**src/rtl/acc_proc_pkg.sv**
```systemverilog
// Shared opcode and state definitions for the accumulator processor core.
package acc_proc_pkg;

  localparam int OPC_W = 4;

  typedef enum logic [OPC_W-1:0] {
    OP_LDA  = 4'h0,
    OP_STA  = 4'h1,
    OP_ADD  = 4'h2,
    OP_SUB  = 4'h3,
    OP_AND  = 4'h4,
    OP_OR   = 4'h5,
    OP_XOR  = 4'h6,
    OP_IN   = 4'h7,
    OP_OUT  = 4'h8,
    OP_JMP  = 4'h9,
    OP_JZ   = 4'hA,
    OP_JPOS = 4'hB,
    OP_JC   = 4'hC,
    OP_SHL  = 4'hD,
    OP_SHR  = 4'hE,
    OP_HALT = 4'hF
  } opcode_e;

  typedef enum logic [2:0] {
    ST_IDLE,
    ST_FETCH,
    ST_DECODE,
    ST_EXEC,
    ST_WBACK,
    ST_WAIT_IN,
    ST_WAIT_OUT,
    ST_HALTED
  } state_e;

endpackage

```
**src/rtl/acc_proc_ram.sv**
```systemverilog
// Single-port program/data RAM with synchronous read; shared by fetch, operand access and the load port.
module acc_proc_ram #(
  parameter int DATA_W = 10,
  parameter int ADDR_W = 6
) (
  input  logic              clk,
  input  logic              we,
  input  logic [ADDR_W-1:0] addr,
  input  logic [DATA_W-1:0] wdata,
  output logic [DATA_W-1:0] q
);

  logic [DATA_W-1:0] mem [2**ADDR_W];

  // NOTE: no reset here -- RAM arrays cannot be reset in one cycle, and program contents must survive rst_n.
  always_ff @(posedge clk) begin
    if (we) mem[addr] <= wdata;
    q <= mem[addr];
  end

endmodule

```
**src/rtl/acc_proc_core.sv**
```systemverilog
// Multi-cycle accumulator processor: FETCH/DECODE/EXEC(/WBACK) sequencing over a shared RAM,
// with ready/valid input and output ports and an external program load/readback port.
module acc_proc_core
  import acc_proc_pkg::*;
#(
  parameter int DATA_W = 10,
  parameter int ADDR_W = 6
) (
  input  logic              clk,
  input  logic              rst_n,
  input  logic              start,
  input  logic              prog_we,
  input  logic [ADDR_W-1:0] prog_addr,
  input  logic [DATA_W-1:0] prog_wdata,
  output logic [DATA_W-1:0] prog_rdata,
  input  logic              in_valid,
  input  logic [DATA_W-1:0] in_data,
  output logic              in_ready,
  output logic              out_valid,
  output logic [DATA_W-1:0] out_data,
  input  logic              out_ready,
  output logic              busy,
  output logic              halted,
  output logic [DATA_W-1:0] a_out,
  output logic [ADDR_W-1:0] pc_out,
  output logic [DATA_W-1:0] ir_out,
  output logic              zero,
  output logic              pos,
  output logic              carry,
  output logic              ovf
);

  localparam int MSB = DATA_W - 1;

  state_e            state, state_d;
  logic [DATA_W-1:0] a, a_d, ir, ir_d;
  logic [ADDR_W-1:0] pc, pc_d;
  logic              carry_d, ovf_d;

  logic              mem_we;
  logic [ADDR_W-1:0] mem_addr;
  logic [DATA_W-1:0] mem_wdata, mem_q;

  opcode_e           op;
  logic [ADDR_W-1:0] opd;
  logic [DATA_W:0]   sum, diff;
  logic              idle_like;

  assign op        = opcode_e'(ir[DATA_W-1 -: OPC_W]);
  assign opd       = ir[ADDR_W-1:0];
  assign idle_like = (state == ST_IDLE) || (state == ST_HALTED);

  // Top bit of the widened difference is the unsigned borrow (A < M).
  assign sum  = {1'b0, a} + {1'b0, mem_q};
  assign diff = {1'b0, a} - {1'b0, mem_q};

  acc_proc_ram #(.DATA_W(DATA_W), .ADDR_W(ADDR_W)) u_ram (
    .clk   (clk),
    .we    (mem_we),
    .addr  (mem_addr),
    .wdata (mem_wdata),
    .q     (mem_q)
  );

  // NOTE: every signal written below gets a default first, so no path leaves one unassigned and no latch is inferred.
  always_comb begin
    state_d   = state;
    a_d       = a;
    pc_d      = pc;
    ir_d      = ir;
    carry_d   = carry;
    ovf_d     = ovf;
    in_ready  = 1'b0;
    out_valid = 1'b0;
    mem_we    = 1'b0;
    mem_addr  = prog_addr;
    mem_wdata = prog_wdata;

    case (state)
      ST_IDLE, ST_HALTED: begin
        mem_we = prog_we;
        if (start) begin
          pc_d    = '0;
          carry_d = 1'b0;
          ovf_d   = 1'b0;
          state_d = ST_FETCH;
        end
      end
      ST_FETCH: begin
        mem_addr = pc;
        state_d  = ST_DECODE;
      end
      ST_DECODE: begin
        ir_d    = mem_q;
        pc_d    = pc + ADDR_W'(1);
        state_d = ST_EXEC;
      end
      ST_EXEC: begin
        mem_addr = opd;
        state_d  = ST_FETCH;
        case (op)
          OP_LDA, OP_ADD, OP_SUB, OP_AND, OP_OR, OP_XOR: state_d = ST_WBACK;
          OP_STA: begin
            mem_we    = 1'b1;
            mem_wdata = a;
          end
          OP_IN:   state_d = ST_WAIT_IN;
          OP_OUT:  state_d = ST_WAIT_OUT;
          OP_JMP:  pc_d = opd;
          OP_JZ:   if (a == '0) pc_d = opd;
          OP_JPOS: if (!a[MSB]) pc_d = opd;
          OP_JC:   if (carry) pc_d = opd;
          OP_SHL: begin
            carry_d = a[MSB];
            a_d     = {a[MSB-1:0], 1'b0};
          end
          OP_SHR: begin
            carry_d = a[0];
            a_d     = {1'b0, a[MSB:1]};
          end
          default: state_d = ST_HALTED;
        endcase
      end
      ST_WBACK: begin
        state_d = ST_FETCH;
        case (op)
          OP_LDA: a_d = mem_q;
          OP_ADD: begin
            a_d     = sum[MSB:0];
            carry_d = sum[DATA_W];
            ovf_d   = (a[MSB] == mem_q[MSB]) && (sum[MSB] != a[MSB]);
          end
          OP_SUB: begin
            a_d     = diff[MSB:0];
            carry_d = diff[DATA_W];
            ovf_d   = (a[MSB] != mem_q[MSB]) && (diff[MSB] != a[MSB]);
          end
          OP_AND:  a_d = a & mem_q;
          OP_OR:   a_d = a | mem_q;
          OP_XOR:  a_d = a ^ mem_q;
          default: ;
        endcase
      end
      ST_WAIT_IN: begin
        in_ready = 1'b1;
        if (in_valid) begin
          a_d     = in_data;
          state_d = ST_FETCH;
        end
      end
      ST_WAIT_OUT: begin
        out_valid = 1'b1;
        if (out_ready) state_d = ST_FETCH;
      end
      default: state_d = ST_IDLE;
    endcase
  end

  // NOTE: state registers use non-blocking assignment so every register samples pre-edge values.
  always_ff @(posedge clk or negedge rst_n) begin
    if (!rst_n) begin
      state <= ST_IDLE;
      a     <= '0;
      pc    <= '0;
      ir    <= '0;
      carry <= 1'b0;
      ovf   <= 1'b0;
    end else begin
      state <= state_d;
      a     <= a_d;
      pc    <= pc_d;
      ir    <= ir_d;
      carry <= carry_d;
      ovf   <= ovf_d;
    end
  end

  assign prog_rdata = mem_q;
  assign out_data   = a;
  assign a_out      = a;
  assign pc_out     = pc;
  assign ir_out     = ir;
  assign zero       = (a == '0);
  assign pos        = ~a[MSB];
  assign busy       = ~idle_like;
  assign halted     = (state == ST_HALTED);

endmodule
```
**config.mk**
```make
export PLATFORM = sky130hd
export DESIGN_NAME = acc_proc_core
export DESIGN_NICKNAME = d
export VERILOG_FILES = /design/src/rtl/acc_proc_pkg.sv /design/src/rtl/acc_proc_ram.sv /design/src/rtl/acc_proc_core.sv
export SDC_FILE = /design/constraint.sdc
export NUM_CORES = 1
export LEC_CHECK = 0
export ABC_AREA = 1
export BUFFER_PORTS_ARGS = -buffer_cell sky130_fd_sc_hd__buf_2
export CAP_MARGIN = 20
export CORE_UTILIZATION = 50
export CTS_CLUSTER_SIZE = 20
export DETAILED_ROUTE_END_ITERATION = 16
export GPL_ROUTABILITY_DRIVEN = 0
export PLACE_DENSITY = 0.73
export SYNTH_ARGS = -nofsm -noshare
export SYNTH_HDL_FRONTEND = slang
export SYNTH_SLANG_ARGS = --single-unit
```
**constraint.sdc**
```tcl
create_clock -name clk -period 6.65 [get_ports clk]
set_input_delay 1.33 -clock clk [delete_from_list [all_inputs] [get_ports clk]]
set_output_delay 1.33 -clock clk [all_outputs]
set_load 0.05 [all_outputs]
```
==> impl_metrics.sql <==
INSERT INTO impl_metrics (metric_group, metric, value, unit) VALUES
('run_status', 'run_status', 'completed', ''),
('power', 'post-layout-total-power', '16.7', 'mW'),
('die', 'initial_core_utilization', '50.9', '%'),
('logic_synthesis', 'ys.flop_type', 'sky130_fd_sc_hd__edfxtp_1', ''),
('grt', 'globalRouteOverflowTotal', '0', ''),
('critical_path', 'setup.worst_path.class', 'reg -> reg', ''),
('route', 'route.final.wire_length', '84800', 'um'),
('place', 'detailedPlace.worstSlack', '1.87', 'ns'),
('power', 'power.leakage', '14.9', 'nW'),
('sta', 'fin_skew', '0.0134', 'ns'),
('logic_synthesis', 'synthDominantCellAreaShare', '60.7', '%'),
('power', 'power.switching', '7.68', 'mW'),
('sta', 'max_freq', '227', 'MHz'),
('critical_path', 'r2r_start', 'state[0]', ''),
('critical_path', 'worst_ep_arrival_time', '4.62', 'ns'),
('layout', 'n_antenna_cell', '0', ''),
('grt', 'antenna_violations_before_repair', '0', ''),
('layout', 'final.fill_count', '5287', ''),
('sta', 'min_period_over_period', '66.2', '%'),
('power', 'power_per_cell_area', '476', 'nW/um^2'),
('critical_path', 'setup.reg_to_reg.worst_slack', '2.25', 'ns'),
('sta', 'rsz_0062_raised_after_global_routing', 'no', ''),
('route', 'dr_total_vias', '23900', ''),
('grt', 'grt_pass1_wl', '129000', 'um'),
('clock_tree', 'clock_latency_of_the_later_clocked_register_in_the_worst_skew_pair', '0.61', 'ns'),
('critical_path', 'critical_path.n_buffers_inverters', '3', ''),
('sta', 'timing_hold_violations_final', '0', ''),
('sta', 'slew_headroom', '24.4', '%'),
('logic_synthesis', 'syn_avg_cell_area', '9.46', 'sq um'),
('die', 'io_pins', '86', ''),
('die', 'die_height', '254', 'um'),
('critical_path', 'worst_setup_path_end_kind', 'flop', ''),
('die', 'design.die.area', '64300', 'sq um'),
('critical_path', 'reg2reg_depth', '10', ''),
('clock_tree', 'cts_made_buffers', '69', ''),
('sta', 'layout_min_cycle_time', '4.40', 'ns'),
('grt', 'global_route.peak_usage_layer', 'met2', ''),
('critical_path', 'worstSetupPathDepth', '10', ''),
('clock_tree', 'tritoncts', 'yes', ''),
('clock_tree', 'cts.root.buffer_cell', 'sky130_fd_sc_hd__clkbuf_16', ''),
('clock_tree', 'buffers_inserted_by_post_cts_timing_repair', '0', ''),
('power', 'power_report.internal_total', '9.01', 'mW'),
('power', 'comb_pwr_share', '46.9', '%'),
('layout', 'area_delta_synth_final', '10.8', '%'),
('critical_path', 'worst-path-max-fanout', '63', ''),
('critical_path', 'timing.critical_path.mode_cell', 'sky130_fd_sc_hd__nand2_1', ''),
('clock_tree', 'path_clk_slew', '0.06', 'ns'),
('power', 'power.switching_fraction', '46.0', '%'),
('logic_synthesis', 'synthDistinctLibCells', '44', ''),
('critical_path', 'crit_path_cell_trace', 'nand2_1 > nor2_2 > nand2_1 > nand2_1 > o21ai_4 > buf_4 > inv_4 > nand4_1 > buf_4 > nor2_1', ''),
('critical_path', 'timing.critical_path.from_type', 'flop', ''),
('clock_tree', 'cts.path.max_buffers', '3', ''),
('worst_hold_path', 'hold_path_class', 'reg -> reg', ''),
('logic_synthesis', 'mappedNetlistNets', '3410', ''),
('route', 'avgRoutedWirePerCell', '19.7', 'um'),
('layout', 'layout_cells_excl_fill', '4295', ''),
('power', 'clockPowerShare', '21.6', '%'),
('sta', 'worst_pin_slew', '1.13', 'ns'),
('critical_path', 'critical_path.max_stage_delay', '0.81', 'ns'),
('logic_synthesis', 'yosys_warnings', '0', ''),
('layout', 'nets', '3471', ''),
('die', 'row_count', '91', ''),
('route', 'vias_per_cell', '5.56', ''),
('logic_synthesis', 'syn_inst', '3345', ''),
('logic_synthesis', 'ff_latch_count_synth', '681', ''),
('clock_tree', 'number_of_buffers_added_to_fix_hold_violations_after_cts', '0', ''),
('sta', 'timing.setup.tns', '0', 'ns'),
('critical_path', 'cp-startpoint', 'state[0]', ''),
('logic_synthesis', 'synth_async_sr_flop_share', '4.55', '%'),
('clock_tree', 'numClockSinks', '681', ''),
('logic_synthesis', 'synthDominantAreaCellType', 'sky130_fd_sc_hd__edfxtp_1', '');
final cells by class:
class | count | area (sq um) | area share (%)
Timing Repair Buffer | 182 | 1160 | 3.30
Inverter | 101 | 382 | 1.09
Multi-Input combinational cell | 2371 | 10200 | 29.1
Clock inverter | 31 | 170 | 0.485
Clock buffer | 92 | 1910 | 5.44
Sequential cell | 681 | 20200 | 57.6
Tap cell | 837 | 1050 | 2.99
flip-flops by register name (all words and copies together) (netlist names):
register and flops:
u_ram.mem 640, a_out 10, ir_out 10, u_ram.q 10
pc_out 6, state 3, carry 1, ovf 1
power groups by stage:
stage	logic (mW)	registers, mW	clock network, mW
3_3_place_gp	7.60	5.33	0
3_5_place_dp	7.67	5.33	0
2_1_floorplan	5.41	5.58	0
4_1_cts	7.72	5.24	3.65
5_1_grt	8.66	5.27	3.79
6_report	7.82	5.25	3.61
metrics by stage:
step / hold slack, ns / utilization, % / area, sq um
6_report: 0.493 / 56.4 / 35100
3_5_place_dp: 0.486 / 53.0 / 33000
5_1_grt: 0.543 / 56.4 / 35100
3_3_place_gp: 0.479 / 53.0 / 33000
4_1_cts: 0.498 / 56.4 / 35000
2_1_floorplan: 0.587 / - / 31600
tightest hold or removal path, stage by stage, from the launching register on:
cell	delay, ns
sky130_fd_sc_hd__dfrtp_1	0.34
sky130_fd_sc_hd__o31ai_1	0.07
sky130_fd_sc_hd__nand2_1	0.05
kinds of logic (layout without fill, tap and decap cells):
kind of cell,after synthesis,in the layout,synth area share (%)
compound gates,148,148,2.59
flops,681,681,63.8
buf+inv,293,406,4.43
xor+xnor,2,2,0.0554
simple gates,2188,2188,27.7
fa+ha+maj,33,33,1.35
layout by cell type, fill, tap and decap left out, types with 34 or more instances in the layout:
cell	instances
sky130_fd_sc_hd__nor2_1	150
sky130_fd_sc_hd__clkbuf_16	72
sky130_fd_sc_hd__a21oi_1	34
sky130_fd_sc_hd__nand2_1	1635
sky130_fd_sc_hd__inv_1	85
sky130_fd_sc_hd__buf_4	96
sky130_fd_sc_hd__o21ai_0	67
sky130_fd_sc_hd__edfxtp_1	640
sky130_fd_sc_hd__buf_2	85
sky130_fd_sc_hd__nand3_1	362
metal layers:
layer	part of all wire, %	wire (um)
met2	46	39400
met4	4.3	3640
met3	9.9	8430
met1	39	33300
met5	0	0
how the worst min path moves through the flow:
stage | from | to | slack [ns] | depth (start not counted)
2_1_floorplan | state[1] | state[0] | 0.59 | 2
3_3_place_gp | ovf | ovf | 0.48 | 2
3_5_place_dp | ovf | ovf | 0.49 | 2
4_1_cts | ovf | ovf | 0.50 | 2
5_1_grt | ovf | ovf | 0.54 | 2
6_report | ovf | ovf | 0.49 | 2
Power figures use the tool's default switching activity.
